===== config.mk =====
export PLATFORM = sky130hd
export DESIGN_NAME = regfile_wb_arbiter
export DESIGN_NICKNAME = d
export VERILOG_FILES = /design/src/rtl/regfile_wb_arbiter.sv
export SDC_FILE = /design/constraint.sdc
export NUM_CORES = 1
export LEC_CHECK = 0
export ABC_AREA = 1
export BUFFER_PORTS_ARGS = -buffer_cell sky130_fd_sc_hd__buf_2
export CORE_MARGIN = 3
export CORE_UTILIZATION = 45
export CTS_BUF_LIST = sky130_fd_sc_hd__clkbuf_4 sky130_fd_sc_hd__clkbuf_8
export CTS_CLUSTER_DIAMETER = 30
export DETAILED_ROUTE_END_ITERATION = 16
export PLACE_DENSITY = 0.75
export SETUP_SLACK_MARGIN = 0.02
export SLEW_MARGIN = 10
export SYNTH_ARGS = -nofsm -noshare
export SYNTH_HDL_FRONTEND = slang
export SYNTH_SLANG_ARGS = --single-unit

===== constraint.sdc =====
create_clock -name clk -period 3.2 [get_ports clk]
set_input_delay 0.16 -clock clk [delete_from_list [all_inputs] [get_ports clk]]
set_output_delay 0.16 -clock clk [all_outputs]
set_load 0.03 [all_outputs]

===== src/rtl/regfile_wb_arbiter.sv =====
// regfile_wb_arbiter: shares the register-file write port among 4 write-back
// requesters (0 ALU, 1 load, 2 link, 3 HI/LO) and holds each grant for WB_CYCLES.
// Ports: clk, rst_n (sync, active-low); req[3:0] level requests held until ack;
//   mux_sel[1:0] address/data mux select; grant[3:0] one-hot owner;
//   reg_we write enable; ack[3:0] pulse on the owner's last write cycle;
//   stall = any request not currently granted.
// Config: define WB_RR_EN for round-robin arbitration (default fixed priority).
module regfile_wb_arbiter #(
  parameter int WB_CYCLES = 1,
  parameter int CNT_W     = 4
) (
  input  logic       clk,
  input  logic       rst_n,
  input  logic [3:0] req,
  output logic [1:0] mux_sel,
  output logic [3:0] grant,
  output logic       reg_we,
  output logic [3:0] ack,
  output logic       stall
);

  typedef enum logic {IDLE, WRITE} state_t;

  state_t           state, stateNext;
  logic [CNT_W-1:0] cnt, cntNext;
  logic [3:0]       grantNext;
  logic [1:0]       selNext;
  logic             weNext;
  logic [3:0]       cand;
  logic [1:0]       win;
  logic             winValid;
  logic             lastCycle;

  function automatic logic [1:0] pickLow(input logic [3:0] v);
    logic [1:0] idx;
    idx = 2'd0;
    priority case (1'b1)
      v[0]:    idx = 2'd0;
      v[1]:    idx = 2'd1;
      v[2]:    idx = 2'd2;
      v[3]:    idx = 2'd3;
      default: idx = 2'd0;
    endcase
    return idx;
  endfunction

  assign lastCycle = (state == WRITE) && (cnt == '0);

  // The finishing owner is masked so it cannot win its own slot twice.
  always_comb begin
    cand = '0;
    if (state == IDLE)
      cand = req;
    else if (lastCycle)
      cand = req & ~grant;
  end

  assign winValid = |cand;

`ifdef WB_RR_EN
  logic [1:0] rrPtr;
  logic [7:0] candDbl;
  logic [3:0] candRot;

  // Rotate so bit 0 of candRot is requester rrPtr; the search then wraps 3->0.
  assign candDbl = {cand, cand};
  assign candRot = candDbl[rrPtr +: 4];
  assign win     = pickLow(candRot) + rrPtr;

  always_ff @(posedge clk) begin
    if (!rst_n)
      rrPtr <= 2'd0;
    else if (lastCycle)
      rrPtr <= mux_sel + 2'd1;
  end
`else
  assign win = pickLow(cand);
`endif

  always_comb begin
    stateNext = state;
    cntNext   = cnt;
    grantNext = grant;
    selNext   = mux_sel;
    weNext    = reg_we;
    unique case (state)
      IDLE: begin
        if (winValid) begin
          stateNext = WRITE;
          grantNext = 4'b0001 << win;
          selNext   = win;
          weNext    = 1'b1;
          cntNext   = CNT_W'(WB_CYCLES - 1);
        end
      end
      WRITE: begin
        if (cnt != '0) begin
          cntNext = cnt - CNT_W'(1);
        end else if (winValid) begin
          grantNext = 4'b0001 << win;
          selNext   = win;
          weNext    = 1'b1;
          cntNext   = CNT_W'(WB_CYCLES - 1);
        end else begin
          stateNext = IDLE;
          grantNext = '0;
          selNext   = 2'd0;
          weNext    = 1'b0;
        end
      end
      default: stateNext = IDLE;
    endcase
  end

  always_ff @(posedge clk) begin
    if (!rst_n) begin
      state   <= IDLE;
      cnt     <= '0;
      grant   <= '0;
      mux_sel <= 2'd0;
      reg_we  <= 1'b0;
    end else begin
      state   <= stateNext;
      cnt     <= cntNext;
      grant   <= grantNext;
      mux_sel <= selNext;
      reg_we  <= weNext;
    end
  end

  assign ack   = lastCycle ? grant : 4'b0000;
  assign stall = |(req & ~grant);

endmodule


### Word-level counts from Yosys, hierarchy flattened

Cells that the tools add are included.

| word-level totals | value |
|---|---|
| bits in registers | 12 |
| bits of input ports | 6 |
| output and inout port bits | 12 |
| logic and storage cells | 42 |

| cells by class | value |
|---|---|
| add/subtract/negate cells | 1 |
| equal/unequal tests | 2 |
| shift operators | 1 |
| mux-type cells | 24 |
| bitwise operators | 3 |
| reduce and logical (&&, ||, !) cells | 6 |

Operators by type and width:

| cell | number |
|---|---|
| 4-bit 2-to-1 mux | 8 |
| 4-bit one-hot mux with 2 select lines | 2 |
| 2-bit 2-to-1 mux | 7 |
| 4-bit OR reduction | 2 |
| 4-bit AND | 1 |
| 4-bit logical NOT | 1 |
| 1-bit 2-to-1 mux | 4 |
| 2-bit != test (second input constant) | 2 |
| 4-bit NOT | 1 |
| 1-bit one-hot mux with 2 select lines | 2 |
| 2-bit one-hot mux with 2 select lines | 1 |
| 4-bit nonzero test | 1 |
| 1-bit by 2-bit left shift with 4-bit output (first input constant) | 1 |
| 4-bit by 1-bit subtractor with 4-bit output (second input constant) | 1 |
| 2-bit AND reduction | 1 |
| 1-bit logical AND | 1 |
| 1-bit NOT | 1 |

### Logic depth before layout (Yosys ltp)

Gate-level depths: netlist of run 1.

| depth | value |
|---|---|
| depth in word-level cells | 12 |
| depth in mapped cells | 10 |
| depth with buffers taken out | 10 |

### Worst setup path after synthesis of run 1

No wires, ideal clock.

| path | value |
|---|---|
| path type | reg2out |
| start | register cnt[1] |
| end | output port ack[0] |
| arrival | 1.470 ns |
| data required time | 3.040 ns |
| slack | 1.570 ns |
| stages on the path, launching flop included | 6 |
| path buffers | 0 |
| cells stage by stage | dfxtp_1 > inv_1 > ha_1 > nor3b_2 > nand2_2 > nor2_1 |

| on the way | value |
|---|---|
| word-level cells in the longest chain between the ends | 3 |

RTL lines:

| what | line | RTL |
|---|---|---|
| start: declaration | 25 | `logic [CNT_W-1:0] cnt, cntNext;` |
| start signal: assignment | 124 | `cnt <= cntNext;` |
| 4-bit logical NOT | 47 | `assign lastCycle = (state == WRITE) && (cnt == '0);` |
| 1-bit logical AND | 47 |  |
| 4-bit 2-to-1 mux | 131 | `assign ack = lastCycle ? grant : 4'b0000;` |
| end: declaration | 18 | `output logic [3:0] ack,` |

No other way between the ends.

### Worst setup path after layout of run 1

Ends and elaborated chain as after synthesis.

==> summary.md, run 1 <==
| Metric | Value |
|---|---|
| Status | `complete, no violations` |
| Core footprint | `0.00159 sq mm` |
| RSZ-0062 raised after global routing | `no` |
| Post-DP HPWL | `1.30 mm` |
| Pwr/cell area | `approximately 1100 mW/mm^2` |
| Post-layout util | `0.599` |
| Worst skew pair latency | `0.28 ns` |
| Initial drt markers | `9` |
| Pre-antenna DRT Iters | `4` |
| Initial antenna violation count | `0` |
| Cells after synthesis | `106` |
| Setup violators final | `0` |
| Max Buffers Root-to-Sink | `2` |
| Die area | `roughly 0.0023 sq mm` |
| Number of synthesized flops with an enable pin | `0` |
| Vias per cell | `4.79` |
| N_diodes | `0` |
| Syn Nets | `114` |
| Via count | `a little over 700` |
| # nets final | `136` |
| CP endpoint kind | `primary output` |
| Post-CTS sizing | `0` |
| Max_cap viols | `0` |
| Leakage | `0.488 nW` |
| Clock Power Share | `0.127` |
| Fmax | `514 MHz` |
| Worst hold path class | `in -> reg` |
| Final Hold Fails | `0` |
| Synthesis Warnings | `0` |
| Gate power share | `0.636` |
| Flop pwr share | `0.237` |
| Fin area | `955 sq um` |
| Vias in the first global route | `620` |
| Largest fanout on the critical path | `9` |
| Initial Util | `0.504` |
| Area delta synth->final | `18.8%` |
| Die Span Y | `48.3 microns` |
| Final Skew | `0.00262 ns` |
| Int Power | `0.478 mW` |
| Tot Pwr | `1.01 mW` |
| Critical Path RT | `3.04 ns` |
| Die Wd | `48.3 microns` |
| Top_reg_cell synth | `dfxtp_1` |
| Sink Count | `12` |
| Top-level I/O count | `18` |
| # rows | `14` |
| Post-synthesis sequential area ratio | `0.299` |
| Worst-Margin Slew | `0.278 ns` |
| FFs w/ async S/R, synth | `0` |
| Psw | `0.530 mW` |
| Synth Area per Inst | `7.58 sq um` |
| Wire per inst | `11.2 microns` |
| FF+latch count, synth | `12` |
| Layout cells sized above 1 | `0.346` |
| Placed Area | `918 sq um` |
| Clock tree from TritonCTS | `yes` |
| Postcts setup bufs | `0` |
| Largest net degree at the start of global routing | `10` |
| CTS buffer count | `3` |
| Root Buffer | `clkbuf_4` |
| Clk slew on worst S/H paths | `0.08 ns` |
| Cts-stage hold buffer count | `0` |
| First-pass GRT wire length | `2.58 mm` |
| Crit path time final | `1.95 ns` |
| VDD IR max | `0.509 mV` |
| Rel. slew slack | `0.814` |
| Gr ovfl total | `0` |
| Final period util | `0.608` |
| Crit path DAT | `1.79 ns` |
| Mapped cell area | `803 sq um` |
| # fillers | `153` |
| Tot GR Track Use | `0.164` |
| Antenna Violating Nets Remaining | `0` |
| Distinct cells, synth | `23` |
| WHS | `0.141 ns` |
| Max H-tree Level | `1` |
| Switching share of total power | `0.526` |
| Startpoint types | `flip-flop` |
| Crit Path Class | `reg -> out` |
| Routability cong. | `0.749` |
| Slew Limit Fails | `0` |
| Total Negative Setup Slacks | `0 ns` |
| Final wirelength | `~1.7 mm` |
| Remaining DRCs | `0` |
| # port buffers | `17` |
## cells in the mapped netlist (2+ instances only)
cell type / number / area, sq um
inv_2: 2 / 7.51
nand2_1: 12 / 45.0
inv_1: 17 / 63.8
nor2_2: 2 / 12.5
nand2_4: 5 / 56.3
a21oi_1: 10 / 50.1
dfxtp_1: 12 / 240
ha_1: 2 / 25.0
nor2_1: 16 / 60.1
nand2_2: 3 / 18.8
nand3_1: 4 / 20.0
nand3_2: 6 / 60.1
nor2_8: 2 / 40.0
nand4_1: 4 / 25.0
## cells by family (layout without fill, tap and decap cells)
| kind of cell | after synthesis | in the layout | synth area share |
|---|---|---|---|
| AO/OA/AOI/OAI | 12 | 12 | 0.0748 |
| XOR/XNOR | 1 | 1 | 0.0109 |
| adder cells (fa/ha/maj) | 2 | 2 | 0.0311 |
| buffers and inverters | 20 | 41 | 0.111 |
| flip-flops | 12 | 12 | 0.299 |
| AND/OR/NAND/NOR | 59 | 59 | 0.474 |
## area by class of cell
type                            instances  area [sq um]  area share
Multi-Input combinational cell         74           474       0.497
Clock buffer                            4          36.3      0.0380
Inverter                               20          88.8      0.0931
Tap cell                               24          30.0      0.0315
Sequential cell                        12           240       0.252
Timing Repair Buffer                   17          85.1      0.0891
## layout by cell type (no fill, tap or decap), types with 4 or more instances in the layout
master and count:
a21oi_1 10, buf_2 17, dfxtp_1 12, nand4_1 4, nand3_2 6, inv_1 17
nand2_4 5, nor2_1 16, nand2_1 12, nand3_1 4
## per-stage QoR
stage | setup WS [ns] | std cells
6_report | 1.25 | 151
5_1_grt | 1.13 | 151
4_1_cts | 1.24 | 151
3_5_place_dp | 1.56 | 147
3_3_place_gp | 1.61 | 147
2_1_floorplan | 1.57 | 106
## worst max-delay path, cell delays in order, from the launching register on
cell and delay [ns]:
dfxtp_1 0.31, inv_1 0.11, ha_1 0.30, nor3b_2 0.28, nand2_2 0.17, nor2_1 0.12
buf_2 0.20
## flip-flops by register name, indices dropped and copies added (netlist names)
register,count
cnt,4
grant,4
mux_sel,2
reg_we,1
state,1
## power groups by stage
stage                     combinational (mW)  sequential [mW]  clock, mW
after floorplan                        0.484            0.282          0
after global placement                 0.632            0.240          0
after detailed placement               0.644            0.242          0
after CTS                              0.647            0.239      0.129
after global routing                   0.704            0.244      0.134
final                                  0.642            0.239      0.128
## routing by layer
layer | vias to the layer above | share of wire | GRT usage
met1 | 325 | 0.48 | 0.212
li1 | 377 | - | -
met5 | - | 0 | 0
met2 | 16 | 0.44 | 0.234
met3 | 5 | 0.049 | 0.0443
met4 | 0 | 0.025 | 0.113
## worst paths after layout
path	endpoint	depth (start not counted)	slack [ns]	start
worst min-delay path	state	3	0.14	rst_n
worst max-delay path	ack[0]	6	1.25	cnt[1]
worst max register to register	cnt[3]	8	1.62	cnt[0]
worst min register to register	mux_sel[1]	2	0.48	mux_sel[1]
(Power assumes the default switching activity.)
==> run 2: changes to the inputs <==
PLACE_DENSITY = 0.78   (was 0.75)
clock period = 1.67 ns   (was 3.2 ns; I/O delays follow)
==> summary.md, run 2 (synthesized netlist as in run 1, its figures left out) <==
| Metric | Value |
|---|---|
| Status | `complete, no violations` |
| Clk slew on worst S/H paths | `0.07 ns (about the same)` |
| # port buffers | `17 (unchanged)` |
| Die Wd | `48.3 microns (unchanged)` |
| Worst hold path class | `in -> reg` |
| Layout cells sized above 1 | `0.405 (+0.0581)` |
| Routability cong. | `0.790 (+5.4%)` |
| VDD IR max | `1.04 mV (+100%)` |
| Total Negative Setup Slacks | `0 ns (unchanged)` |
| Rel. slew slack | `0.792 (-0.0222)` |
| N_diodes | `0 (unchanged)` |
| Post-DP HPWL | `1.40 mm (+8.3%)` |
| Routed wl met2 | `900 microns (+21%)` |
| Largest fanout on the critical path | `8 (-1)` |
| Remaining DRCs | `0 (unchanged)` |
| Final wirelength | `1.88 mm (+11%)` |
| Initial antenna violation count | `0 (unchanged)` |
| Gr ovfl total | `0 (unchanged)` |
| Core footprint | `0.00159 sq mm (unchanged)` |
| Crit path time final | `1.56 ns` |
| Final Skew | `0.00369 ns (+0.00107 ns)` |
| Worst skew pair latency | `0.28 ns (about the same)` |
| Top-level I/O count | `18 (unchanged)` |
| # rows | `14 (unchanged)` |
| Worst-Margin Slew | `0.311 ns (+0.0333 ns)` |
| Setup violators final | `0 (unchanged)` |
| # fillers | `142 (-7.2%)` |
| Pwr/cell area | `2130 mW/mm^2 (+100%)` |
| Crit Path Class | `reg -> out` |
| RSZ-0062 raised after global routing | `no` |
| Die Span Y | `48.3 microns (unchanged)` |
| Critical Path RT | `1.59 ns (-1.45 ns)` |
| Sink Count | `12 (unchanged)` |
| Wire per inst | `12.1 microns (+8.5%)` |
| Vias per cell | `4.97 (+3.8%)` |
| Max Buffers Root-to-Sink | `2 (unchanged)` |
| Critical Path Source | `cnt[1]` |
| Leakage | `0.514 nW (+5.3%)` |
| DRT met1 WL | `875 microns (+7.1%)` |
| First-pass GRT wire length | `2.93 mm (+14%)` |
| Largest net degree at the start of global routing | `10 (unchanged)` |
| Antenna Violating Nets Remaining | `0 (unchanged)` |
| Root Buffer | `clkbuf_4` |
| Die area | `0.00233 sq mm (unchanged)` |
| Final worst slack | `0.106 ns (-1.15 ns)` |
| Most frequent cells in the layout | `inv_1, nor2_1, buf_2` |
| Max H-tree Level | `1 (unchanged)` |
| Worst min-delay path startpoint | `rst_n` |
| Crit path DAT | `1.48 ns (-0.31 ns)` |
| Clock tree from TritonCTS | `yes` |
| Vias in the first global route | `668 (+7.7%)` |
| Area delta synth->final | `27.7%` |
| Fmax | `639 MHz` |
| CP endpoint kind | `primary output` |
| Via count | `770 (+6.5%)` |
| Startpoint types | `flip-flop` |
| Pre-antenna DRT Iters | `4 (unchanged)` |
| Reg2reg setup slack | `0.15 ns (-1.47 ns)` |
| Slew Limit Fails | `0 (unchanged)` |
| Dpl ws | `0.0819 ns (-1.48 ns)` |
| Top flop regs | `cnt (4), grant (4), mux_sel (2)` |
| Fin area | `0.00103 sq mm (+7.5%)` |
| # nets final | `140 (+2.9%)` |
| Placed Area | `918 sq um (unchanged)` |
| Critical R2R Launch | `cnt[1]` |
| Final Hold Fails | `0 (unchanged)` |
| DR WL met3 | `67 microns (-18%)` |
| CTS buffer count | `3 (unchanged)` |
| Final period util | `0.937` |
| Initial drt markers | `17 (+8)` |
| Max_cap viols | `0 (unchanged)` |
| Tot GR Track Use | `0.181 (+0.0168)` |
| Top sig layer | `met4` |
| Initial Util | `0.504 (unchanged)` |
[run 2: cell types whose count changed in the layout (fill, tap and decap cells not counted), sizes merged]
| cell | delta |
|---|---|
| buf | +4 |
[run 2: critical path, stage by stage (launching register included)]
cell     delay, ns
dfxtp_1       0.32
inv_2         0.10
ha_4          0.15
nor3b_4       0.24
nand2_4       0.12
nor2_1        0.11
buf_4         0.17
[run 2: final timing paths]
| kind | to | cells after the start |
|---|---|---|
| max | ack[0] | 6 |
| min | state | 3 |
| max reg2reg | cnt[3] | 9 |
| min reg2reg | cnt[0] | 1 |
[run 2: power breakdown]
| part | switching, mW | internal (mW) |
|---|---|---|
| Sequential | 0.0917 | 0.378 |
| Combinational | 0.906 | 0.578 |
| Clock | 0.103 | 0.133 |
| Total | 1.10 | 1.09 |
[run 2: timing repair]
item / 4_1_cts / 5_1_grt
pin swaps: 0 / 2
gates resized for setup: 10 / 3
cloned: 0 / 0
setup endpoints to repair: 4 / 7
buffers inserted: 1 / 3
hold buffers: 0 / 0
[run 2: area by class of cell]
class / count / area (sq um) / area share
flip-flops and latches: 12 / 241 / 0.235
repair buffers: 21 / 129 / 0.126
clock buffers: 4 / 36.3 / 0.0354
well taps: 24 / 30.0 / 0.0293
multi-input cells: 74 / 500 / 0.488
inverters: 20 / 88.8 / 0.0866
[run 2: per-layer routing]
metal / track usage / vias up
li1: - / 390
met1: 0.242 / 359
met2: 0.281 / 16
met3: 0.0332 / 5
met4: 0.0806 / 0
met5: 0 / -
[run 2: through the flow]
stage	power (mW)	std cells	util	hold slack (ns)
floorplan	1.47	106	-	0.181
global placement	1.68	147	0.576	0.336
detailed placement	1.71	147	0.576	0.347
CTS	2.10	152	0.625	0.0571
global route	2.36	155	0.644	0.0832
finish	2.19	155	0.644	0.0648
